`config.mk`:
```
export PLATFORM = sky130hd
export DESIGN_NAME = instqueue
export DESIGN_NICKNAME = d
export VERILOG_FILES = /design/src/rtl/instqueue.sv
export SDC_FILE = /design/constraint.sdc
export NUM_CORES = 1
export LEC_CHECK = 0
export ABC_CLOCK_PERIOD_IN_PS = 10200
export CAP_MARGIN = 20
export CORE_MARGIN = 2
export CORE_UTILIZATION = 50
export CTS_CLUSTER_DIAMETER = 60
export DETAILED_ROUTE_END_ITERATION = 10
export PLACE_DENSITY_LB_ADDON = 0.25
export SYNTH_ARGS = -nofsm -noshare
export SYNTH_HDL_FRONTEND = slang
export SYNTH_SLANG_ARGS = --single-unit
```
`constraint.sdc`:
```
create_clock -name clk_in -period 10.2 [get_ports clk_in]
set_input_delay 2.04 -clock clk_in [delete_from_list [all_inputs] [get_ports clk_in]]
set_output_delay 2.04 -clock clk_in [all_outputs]
set_load 0.03 [all_outputs]
```
`src/rtl/instqueue.sv`:
```
// Instruction queue between fetch and decode: circular FIFO of (inst, pc) pairs
// with a one-cycle push-to-present latency and a whole-queue flush.
module instqueue #(
  parameter int IQ_DEPTH     = 16,
  parameter int IDWidth      = 32,
  parameter int AddressWidth = 32
) (
  input  logic                    clk_in,
  input  logic                    rst_n_in,
  input  logic                    rdy_in,
  input  logic                    if_instqueue_en_in,
  input  logic [IDWidth-1:0]      if_instqueue_inst_in,
  input  logic [AddressWidth-1:0] if_instqueue_pc_in,
  output logic                    instqueue_if_full_out,
  output logic                    instqueue_decoder_en_out,
  output logic [IDWidth-1:0]      instqueue_decoder_inst_out,
  output logic [AddressWidth-1:0] instqueue_decoder_pc_out,
  input  logic                    decoder_instqueue_stall_in,
  input  logic                    decoder_instqueue_rst_in,
  input  logic                    rob_instqueue_rst_in
);

  localparam int PtrW = $clog2(IQ_DEPTH);
  localparam int CntW = PtrW + 1;

  logic [PtrW-1:0]         head_r;
  logic [PtrW-1:0]         tail_r;
  logic [CntW-1:0]         count_r;
  logic [IDWidth-1:0]      inst_mem_r [IQ_DEPTH];
  logic [AddressWidth-1:0] pc_mem_r   [IQ_DEPTH];

  logic flush_s;
  logic full_s;
  logic valid_s;
  logic push_s;
  logic pop_s;

  // Handshake decode; a full queue rejects pushes even when the head pops this cycle.
  always_comb begin
    flush_s = decoder_instqueue_rst_in | rob_instqueue_rst_in;
    full_s  = (count_r == CntW'(IQ_DEPTH));
    valid_s = (count_r != {CntW{1'b0}});
    push_s  = rdy_in & if_instqueue_en_in & ~full_s & ~flush_s;
    pop_s   = rdy_in & valid_s & ~decoder_instqueue_stall_in & ~flush_s;
  end

  // Pointer and occupancy state; flush wins over push and pop.
  always_ff @(posedge clk_in or negedge rst_n_in) begin
    if (!rst_n_in) begin
      head_r  <= {PtrW{1'b0}};
      tail_r  <= {PtrW{1'b0}};
      count_r <= {CntW{1'b0}};
    end else if (rdy_in) begin
      if (flush_s) begin
        head_r  <= {PtrW{1'b0}};
        tail_r  <= {PtrW{1'b0}};
        count_r <= {CntW{1'b0}};
      end else begin
        if (push_s) begin
          tail_r <= tail_r + PtrW'(1);
        end else begin
          tail_r <= tail_r;
        end
        if (pop_s) begin
          head_r <= head_r + PtrW'(1);
        end else begin
          head_r <= head_r;
        end
        case ({push_s, pop_s})
          2'b10:   count_r <= count_r + CntW'(1);
          2'b01:   count_r <= count_r - CntW'(1);
          default: count_r <= count_r;
        endcase
      end
    end else begin
      head_r  <= head_r;
      tail_r  <= tail_r;
      count_r <= count_r;
    end
  end

  // Entry storage is never reset; an entry is only observable once count covers it.
  always_ff @(posedge clk_in) begin
    if (push_s) begin
      inst_mem_r[tail_r] <= if_instqueue_inst_in;
      pc_mem_r[tail_r]   <= if_instqueue_pc_in;
    end
  end

  // Decoder-facing view of the head, forced to zero when empty.
  always_comb begin
    instqueue_if_full_out    = full_s;
    instqueue_decoder_en_out = valid_s;
    if (valid_s) begin
      instqueue_decoder_inst_out = inst_mem_r[head_r];
      instqueue_decoder_pc_out   = pc_mem_r[head_r];
    end else begin
      instqueue_decoder_inst_out = {IDWidth{1'b0}};
      instqueue_decoder_pc_out   = {AddressWidth{1'b0}};
    end
  end

endmodule

```
[Word level (Yosys, flattened, before mapping)]
Memory sizes are Yosys's and may differ from the RTL's.
Index checks and enable logic that the tools add are counted.
Storage, ports and cells
  flip-flop bits (word level): 13
  RAM bits: 1024
  input bits: 71
  output and inout bits: 66
  memories kept: 2
Operators by class
  add/sub/neg operators: 4
  equality and inequality tests: 3
  muxes and demuxes: 10
  bitwise logic cells: 10
  reductions and logical operators: 7
Memories
  inst_mem_r: depth 16, width 32, rd ports 1, clocked after Yosys merged registers in 0, write ports 1, RTL line 29  | logic [IDWidth-1:0] inst_mem_r [IQ_DEPTH];
  pc_mem_r: depth 16, width 32, rd ports 1, clocked after Yosys merged registers in 0, write ports 1, RTL line 30  | logic [AddressWidth-1:0] pc_mem_r [IQ_DEPTH];
Operators with widths (number)
  $mux W32: 2
  $mux W4: 4
  $pmux W5 S2: 1
  $add A4 B1 Y4 const B: 2
  $and A1 B1 Y1: 6
  $reduce_and A2 Y1: 3
  $add A5 B1 Y5 const B: 1
  $eq A5 B5 Y1 const B: 1
  $mux W5: 1
  $reduce_bool A5 Y1: 1
  $sub A5 B1 Y5 const B: 1
  $reduce_bool A2 Y1: 2
  $not A1 Y1: 3
  $reduce_bool A3 Y1: 1
  $eq A2 B1 Y1 const B: 1
  $eq A2 B2 Y1 const B: 1
  $mux W1: 2
  $or A1 B1 Y1: 1

[Longest topological paths before layout]
Gate-level depths: netlist of the first run.
  depth in word-level cells: 7
  gate-level depth with buffers: 10
  depth with buffers taken out: 9

[Least setup slack after synthesis of the first run]
No wires, ideal clock.
  path kind: input-to-reg
  start: input rob_instqueue_rst_in
  end: memory inst_mem_r[4][0], enable pin
  library setup time: 0.429 ns
  arrival: 4.382 ns
  required time: 9.771 ns
  path slack: 5.390 ns
  stages: 4
  path through: nor3b_2 > nand2_1 > nor3b_1 > and2_1
Between the ends
  cells in the longest elaborated chain, start to end: 5
RTL lines
  start: declaration: RTL line 20  | input logic rob_instqueue_rst_in
  $or A1 B1 Y1: RTL line 40  | flush_s = decoder_instqueue_rst_in | rob_instqueue_rst_in;
  $not A1 Y1: RTL line 43  | push_s = rdy_in & if_instqueue_en_in & ~full_s & ~flush_s;
  $and A1 B1 Y1: RTL line 43
  $mux W1: RTL line 84  | if (push_s) begin
  $mux W1 (not written as such): RTL line 85  | inst_mem_r[tail_r] <= if_instqueue_inst_in;
  end: declaration: RTL line 29
Every way passes these cells.

[Final worst setup path of the first run]
  start: register head_r[1]
  end: output instqueue_decoder_inst_out[23]
Between the ends
  cells in the longest elaborated chain, start to end: 2
RTL lines
  start: declaration: RTL line 26  | logic [PtrW-1:0] head_r;
  start signal: assignment: RTL line 50  | head_r <= {PtrW{1'b0}};
  start signal: assignment: RTL line 55  | head_r <= {PtrW{1'b0}};
  start signal: assignment: RTL line 65  | head_r <= head_r + PtrW'(1);
  $mem_v2 Z16 W32
  $mux W32: RTL line 94  | if (valid_s) begin
  end: declaration: RTL line 16  | output logic [IDWidth-1:0] instqueue_decoder_inst_out,
Every way passes these cells.

==> qor.csv, run 1 <==
metric;value;unit
Post-synth EDFFs;1024;
P&R area growth vs syn;15.0;%
relative slew slack;0.331;
CTS Sinks;1037;
GRT overflow;0;
period utilisation layout;0.629;
pre-CTS setup slack;4.44;ns
TNS Setup;0;ns
fmax;0.156;GHz
total track usage;0.213;
antenna violations before repair;11;
fraction of layout cells with a size suffix above 1;0.280;
worst hold-check path type;flip-flop to flip-flop;
total wire length;85600;um
total power;0.00883;W
post_cts resized;0;
count leader, synth;edfxtp_1;
P_leak;13.8;nW
Hold WS;0.594;ns
RSZ-0062 raised after global routing;no;
CP Capture Type;output port;
reg2reg path depth;6;
commonest cells in the netlist;edfxtp_1, mux4_2, and2_1;
CP startpoint kind;flip-flop;
Final Net Count;1870;
Worst Setup Slack, final;3.78;ns
Clock Skews;0.0273;ns
Syn. warnings;0;
Site Rows;103;
HPWL after detailed placement;42000;um
Inst Count DP;2737;
Die W;286;um
register area share after synthesis;0.781;
Post-Synthesis Cells;1606;
Clk Latency, worst-skew pair;0.66;ns
status;finished clean;
CTS tree;yes;
Crit Path Category;flip-flop to output port;
Final Hold Viols;0;
Initial DRC Count;1899;
root buffer cell;clkbuf_16;
DIE AREA;81900;sq um
first-pass GRT wire length;126000;um
TritonRoute pass-1 iters;5;
core area;78900;sq um
Residual DRC;0;
antenna-violating nets left;0;
Die Height;286;um
CP Data Arrival Time;4.38;ns
I/O pin count;137;
Max Slew Vio Count;0;
initial core utilization;0.505;
post-route non-filler standard cell count;2927;
Yosys cell types;44;
routed wire length per instance;29.3;um
post-synth top area share;0.773;
GP Congestion;0.726;
Post-CTS Setup Inserts;0;
pwr dens;193;nW/um^2
Slew @ Worst Pin;1.00;ns
Worst Hold Depth;2;
largest net degree at the start of global routing;144;
top cells by area, synth;edfxtp_1, mux4_2, and2_1;
IO buf count;136;
async set-reset flop share out of synthesis;0.0125;
CTS clock-pin slew for the worst setup and hold paths;0.06;ns
peak supply drop;0.000158;V
CTS Buf Count;103;
min cycle time layout;6.42;ns
max_cap viols;0;
vias in the first global route;18700;
DR vias;17700;
H-tree depth;3;
clock buffer depth;3;
Avg Inst Size Synth;24.8;sq um
Seq cells post-synth;1037;
Crit path required time;8.16;ns
Syn Nets;1684;
post-synth top area cell;edfxtp_1;
final setup vio count;0;
synthesized cell area;39800;sq um
Main synth FF type;edfxtp_1;
drt via density;6.06;
number of hold buffers added after CTS;0;
Critical Path Fanout Max;62;
## final cells by class
class / instances / area [sq um]
well taps: 1050 / 1310
clock inverters: 63 / 641
inverters: 6 / 22.5
fillers: 5601 / 33100
multi-input cells: 481 / 8360
repair buffers: 163 / 1640
flip-flops and latches: 1037 / 31100
diodes: 1 / 2.50
clock buffers: 126 / 2690
## path summary, 6_finish.rpt
path | start | to | slack, ns
setup / recovery | head_r[1]$_DFFE_PN0P_ | instqueue_decoder_inst_out[23] | 3.78
hold / removal | count_r[3]$_DFFE_PN0P_ | count_r[3]$_DFFE_PN0P_ | 0.59
setup reg to reg | count_r[2]$_DFFE_PN0P_ | pc_mem_r[6][13]$_DFFE_PP_ | 6.64
hold reg to reg | count_r[3]$_DFFE_PN0P_ | count_r[3]$_DFFE_PN0P_ | 0.59
max in group asynchronous | rst_n_in | head_r[0]$_DFFE_PN0P_ | 7.92
min in group asynchronous | rst_n_in | tail_r[1]$_DFFE_PN0P_ | 1.79
## metrics by stage
stage,utilization,area [sq um]
2_1_floorplan,-,39800
3_3_place_gp,0.537,42400
3_5_place_dp,0.538,42400
4_1_cts,0.580,45800
5_1_grt,0.580,45800
6_report,0.580,45800
## logic make-up after synthesis
group,share of synthesized area
and+or+nand+nor,0.0177
xor gates and xnor gates,0.000440
DFF,0.781
AOI/OAI and AO/OA,0.00660
buffers and inverters,0.0104
adders and majority gates,0.00220
muxes,0.182
## placed cells by master (no fill, tap or decap), types with 3 or more instances in the layout
| cell | instances |
|---|---|
| nor2_1 | 8 |
| and2_4 | 12 |
| buf_4 | 22 |
| clkinvlp_4 | 3 |
| and2_1 | 65 |
| a22o_1 | 3 |
| and3_4 | 4 |
| clkinv_1 | 22 |
| dfrtp_1 | 9 |
| buf_12 | 3 |
| clkinv_2 | 18 |
| bufinv_16 | 11 |
| nand2_1 | 9 |
| clkinv_8 | 3 |
| ha_1 | 7 |
| edfxtp_1 | 1024 |
| dfrtp_4 | 4 |
| o21ai_0 | 11 |
| a21oi_1 | 7 |
| inv_1 | 6 |
| mux4_2 | 320 |
| clkbuf_16 | 104 |
| clkdlybuf4s50_1 | 136 |
| clkbuf_1 | 22 |
## state kept, by name, indices dropped and copies added (netlist names)
signal      flops
pc_mem_r      512
head_r          4
tail_r          4
inst_mem_r    512
count_r         5
## critical path, stage by stage, from the launching register on
cell             delay, ns
dfrtp_4               1.06
buf_4                 0.84
mux4_2                0.43
mux4_2                0.46
and2_1                0.27
clkdlybuf4s50_1       0.63
## where the power goes
| group | internal [W] | switching [W] | leakage (nW) | total, W |
|---|---|---|---|---|
| clock network | 0.00215 | 0.00156 | 1.62 | 0.00371 |
| logic | 0.000179 | 0.000242 | 2.78 | 0.000421 |
| registers | 0.00469 | 0.00000852 | 9.38 | 0.00470 |
## metal layers
layer  track usage  routed length (um)  vias to the layer above
li1              -                   -                     7313
met1         0.297               35600                     9699
met2         0.349               42900                      584
met3        0.0444                5650                      121
met4        0.0501                1420                       18
met5             0                 115                        -
Power figures use the tool's default switching activity.
==> inputs of run 2 (changes only) <==
ABC_CLOCK_PERIOD_IN_PS = 6700   (was 10200)
clock period = 6.7 ns   (was 10.2 ns; I/O delays follow)
==> run 2 against run 1 <==
Effect of this change: utilization increased by 0.28 points; critical endpoint is now instqueue_decoder_inst_out[20]; register-to-register slack worse by 3.4 ns; via count up 0.32%; first-iteration DRC count is 2.4% higher; power grew 53%; die area unchanged; critical path type unchanged; hold slack got worse by 0.012 ns; critical path depth is the same.
==> qor.csv, run 2 (synthesis results as in run 1) <==
metric;value;unit
status;finished clean;
Inst Count DP;2751;
initial core utilization;0.505;
post_cts resized;0;
CTS tree;yes;
Max Slew Vio Count;0;
period utilisation layout;0.787;
fmax;0.190;GHz
TNS Setup;0;ns
Crit Path Category;flip-flop to output port;
CTS Buf Count;101;
Worst Hold Path EP;tail_r[1]$_DFFE_PN0P_;
min cycle time layout;5.28;ns
root buffer cell;clkbuf_16;
max_cap viols;0;
Final Hold Viols;0;
Worst Hold Launch;tail_r[1]$_DFFE_PN0P_;
pwr dens;294;nW/um^2
IO buf count;136;
clock buffer depth;3;
total wire length;84900;um
vias in the first global route;18500;
GRT overflow;0;
HPWL after detailed placement;43800;um
drt via density;6.05;
peak supply drop;0.000208;V
Clk Latency, worst-skew pair;0.65;ns
CTS Sinks;1037;
I/O pin count;137;
GP Congestion;0.743;
post-route non-filler standard cell count;2940;
ANT cells;0;
total track usage;0.210;
DR vias;17800;
routed wire length per instance;28.9;um
CP startpoint kind;flip-flop;
Slew @ Worst Pin;1.00;ns
number of hold buffers added after CTS;0;
first-pass GRT wire length;125000;um
reg2reg path depth;6;
RSZ-0062 raised after global routing;no;
Worst Hold Depth;1;
filler instances;5547;
antenna-violating nets left;0;
Die Height;286;um
Clock Skews;0.0191;ns
largest net degree at the start of global routing;68;
worst hold-check path type;flip-flop to flip-flop;
area occupied by multi-input gates;8360;sq um
Final Net Count;1882;
P&R area growth vs syn;15.5;%
Top Registers;inst_mem_r (512), pc_mem_r (512), count_r (5);
Die W;286;um
final setup vio count;0;
DIE AREA;81900;sq um
CTS clock-pin slew for the worst setup and hold paths;0.06;ns
antenna violations before repair;4;
Post-CTS Setup Inserts;0;
CP Capture Type;output port;
H-tree depth;3;
CP Data Arrival Time;3.94;ns
relative slew slack;0.333;
FF+latch area;31100;sq um
Worst R2R Start;count_r[2]$_DFFE_PN0P_;
TritonRoute pass-1 iters;5;
most frequent cells in the layout;edfxtp_1, mux4_2, clkdlybuf4s50_1, clkbuf_16, and2_1;
Critical Path Fanout Max;67;
Residual DRC;0;
P_leak;13.9;nW
commonest non-fill, non-tap cell in the layout;edfxtp_1;
core area;78900;sq um
Initial DRC Count;1944;
Crit path required time;5.36;ns
R2R Setup Slk;3.21;ns
fraction of layout cells with a size suffix above 1;0.289;
Site Rows;103;
Hold WS;0.582;ns
worst r2r dst;inst_mem_r[4][4]$_DFFE_PP_;
## run 2: metrics by stage
stage	power [W]	cell area, sq um	utilization	setup slack, ns
3_5_place_dp	0.00795	42600	0.540	1.84
6_report	0.0135	46000	0.583	1.42
4_1_cts	0.0136	46000	0.583	1.35
5_1_grt	0.0139	46000	0.583	1.29
2_1_floorplan	0.00764	39800	-	2.59
3_3_place_gp	0.00793	42600	0.540	2.01
## run 2: how the worst max path moves through the flow
stage / cells after the start / to / from / slack [ns]
after floorplan: 4 / inst_mem_r[4][0]$_DFFE_PP_ / rob_instqueue_rst_in / 2.59
after global placement: 6 / pc_mem_r[4][27]$_DFFE_PP_ / rdy_in / 2.01
after detailed placement: 6 / pc_mem_r[4][27]$_DFFE_PP_ / rdy_in / 1.84
after CTS: 5 / instqueue_decoder_pc_out[8] / head_r[1]$_DFFE_PN0P_ / 1.35
after global routing: 5 / instqueue_decoder_inst_out[2] / count_r[1]$_DFFE_PN0P_ / 1.29
final: 5 / instqueue_decoder_inst_out[20] / head_r[1]$_DFFE_PN0P_ / 1.42
## run 2: final cells by class
cell class                      count  share of cell area
Sequential cell                  1037               0.676
Multi-Input combinational cell    481               0.182
Clock buffer                      129              0.0598
Timing Repair Buffer              177              0.0396
Tap cell                         1050              0.0286
Clock inverter                     60              0.0135
Inverter                            6            0.000490
## run 2: worst max-delay path, cell delays in order (launching register included)
cell             delay (ns)
dfrtp_4                1.04
buf_12                 0.43
mux4_2                 0.42
mux4_2                 0.48
and2_1                 0.20
clkdlybuf4s50_1        0.61
## run 2: routing by layer
metal  wire length, um  vias up  global-route usage  part of all wire
li1                  -     7340                   -                 -
met1             35700     9696               0.304              0.42
met2             42300      632               0.338              0.50
met3              5390      115              0.0359             0.064
met4              1490        8              0.0551             0.018
met5                45        -                   0           0.00053
## run 2: report_power, final
group          switching, W  internal, W
logic              0.000371     0.000275
clock network       0.00236      0.00333
registers         0.0000117      0.00714
total               0.00275       0.0107
==> inputs of run 3 (changes only) <==
ABC_CLOCK_PERIOD_IN_PS = 4700   (was 6700)
clock period = 4.7 ns   (was 6.7 ns; I/O delays follow)
==> run 3 against run 2 <==
Effect of this change: utilization rose by 0.46 points; sequential share of layout area shrank 0.53 points; largest power group unchanged; via count barely moved; wire length is 0.99% higher; non-clock buffer count rose by 23; clock skew down 0.00092 ns; final area rose by 0.79%; sequential power rose by 43%.
==> qor.csv, run 3 (synthesis results as in run 1) <==
metric;value;unit
status;finished clean;
CP Capture Type;output port;
commonest non-fill, non-tap cell in the layout;edfxtp_1;
routed wire length per instance;28.9;um
Die Height;286;um
min cycle time layout;4.55;ns
P_leak;14.1;nW
RSZ-0062 raised after global routing;no;
number of hold buffers added after CTS;0;
peak supply drop;0.000263;V
filler instances;5545;
TritonRoute pass-1 iters;5;
Post-CTS Setup Inserts;0;
Clk Latency, worst-skew pair;0.66;ns
core area;78900;sq um
CTS Sinks;1037;
CTS Buf Count;104;
most frequent cells in the layout;edfxtp_1, mux4_2, clkdlybuf4s50_1, clkbuf_16, and2_1;
post-route non-filler standard cell count;2964;
Critical Path Fanout Max;40;
CP Data Arrival Time;3.61;ns
IO buf count;136;
Die W;286;um
Residual DRC;0;
pwr dens;414;nW/um^2
first-pass GRT wire length;127000;um
Final Hold Viols;0;
GP Congestion;0.733;
Inst Count DP;2774;
fraction of layout cells with a size suffix above 1;0.300;
DIE AREA;81900;sq um
P&R area growth vs syn;16.4;%
vias in the first global route;18900;
clock buffer depth;3;
final setup vio count;0;
CP max stage cell;dfrtp_4;
most used cell, CP;mux4_2;
worst hold-check path type;flip-flop to flip-flop;
initial core utilization;0.505;
Slew @ Worst Pin;0.844;ns
fmax;0.220;GHz
H-tree depth;3;
CTS clock-pin slew for the worst setup and hold paths;0.06;ns
Site Rows;103;
root buffer cell;clkbuf_16;
Top Registers;inst_mem_r (512), pc_mem_r (512), count_r (5);
Crit Path Category;flip-flop to output port;
period utilisation layout;0.968;
crit-path cells;buf_12 -> mux4_2 -> mux4_2 -> and2_1 -> clkdlybuf4s50_1;
HPWL after detailed placement;46100;um
TNS Setup;0;ns
CP max stage delay;0.67;ns
Clock Skews;0.0181;ns
largest net degree at the start of global routing;60;
DR vias;17800;
Initial DRC Count;1938;
antenna-violating nets left;0;
I/O pin count;137;
drt via density;6.00;
total track usage;0.214;
kind of cell adding the most delay to the critical path;multiplexers;
Max Slew Vio Count;0;
antenna violations before repair;9;
post_cts resized;0;
Crit path required time;3.76;ns
total wire length;85700;um
GRT overflow;0;
relative slew slack;0.438;
CTS tree;yes;
CP startpoint kind;flip-flop;
Final Net Count;1908;
worst path buffer plus inverter count;2;
max_cap viols;0;
run 3: path summary, 6_finish.rpt:
path,startpoint,endpoint,slack [ns],cells past startpoint
min reg2reg,tail_r[1]$_DFFE_PN0P_,tail_r[1]$_DFFE_PN0P_,0.61,1
min in group asynchronous,rst_n_in,count_r[3]$_DFFE_PN0P_,0.69,1
max reg2reg,count_r[2]$_DFFE_PN0P_,pc_mem_r[7][19]$_DFFE_PP_,1.74,6
max,head_r[0]$_DFFE_PN0P_,instqueue_decoder_inst_out[18],0.15,5
min,tail_r[1]$_DFFE_PN0P_,tail_r[1]$_DFFE_PN0P_,0.61,1
max in group asynchronous,rst_n_in,head_r[0]$_DFFE_PN0P_,3.50,1
run 3: through the flow:
step / total power [W] / setup slack, ns / cell area (sq um) / hold slack (ns) / utilization
after floorplan: 0.0109 / 0.990 / 39800 / 0.524 / -
after global placement: 0.0113 / 0.789 / 43000 / 0.547 / 0.545
after detailed placement: 0.0113 / 0.774 / 43000 / 0.582 / 0.545
after CTS: 0.0194 / 0.0621 / 46300 / 0.595 / 0.587
after global routing: 0.0198 / 0.00901 / 46300 / 0.620 / 0.587
final: 0.0192 / 0.152 / 46300 / 0.610 / 0.587
run 3: final cells by class:
| class | instances | area (sq um) | area share |
|---|---|---|---|
| Sequential cell | 1037 | 31100 | 0.671 |
| Tap cell | 1050 | 1310 | 0.0284 |
| Multi-Input combinational cell | 481 | 8360 | 0.180 |
| Clock inverter | 67 | 632 | 0.0136 |
| Clock buffer | 122 | 2710 | 0.0585 |
| Timing Repair Buffer | 200 | 2210 | 0.0476 |
| Antenna cell | 1 | 2.50 | 0.0000540 |
| Inverter | 6 | 22.5 | 0.000486 |
run 3: power breakdown:
part | switching, W | total, W | internal [W] | leakage, nW
clock network | 0.00335 | 0.00807 | 0.00472 | 1.63
logic | 0.000531 | 0.000928 | 0.000396 | 3.07
registers | 0.0000151 | 0.0102 | 0.0102 | 9.38
total | 0.00390 | 0.0192 | 0.0153 | 14.1
run 3: routing by layer:
| layer | global-route usage | vias to the layer above | share of wire |
|---|---|---|---|
| met1 | 0.306 | 9681 | 0.42 |
| met2 | 0.346 | 586 | 0.50 |
| met5 | 0 | - | 0.0013 |
| met4 | 0.0516 | 16 | 0.016 |
| met3 | 0.0403 | 104 | 0.062 |
| li1 | - | 7395 | - |
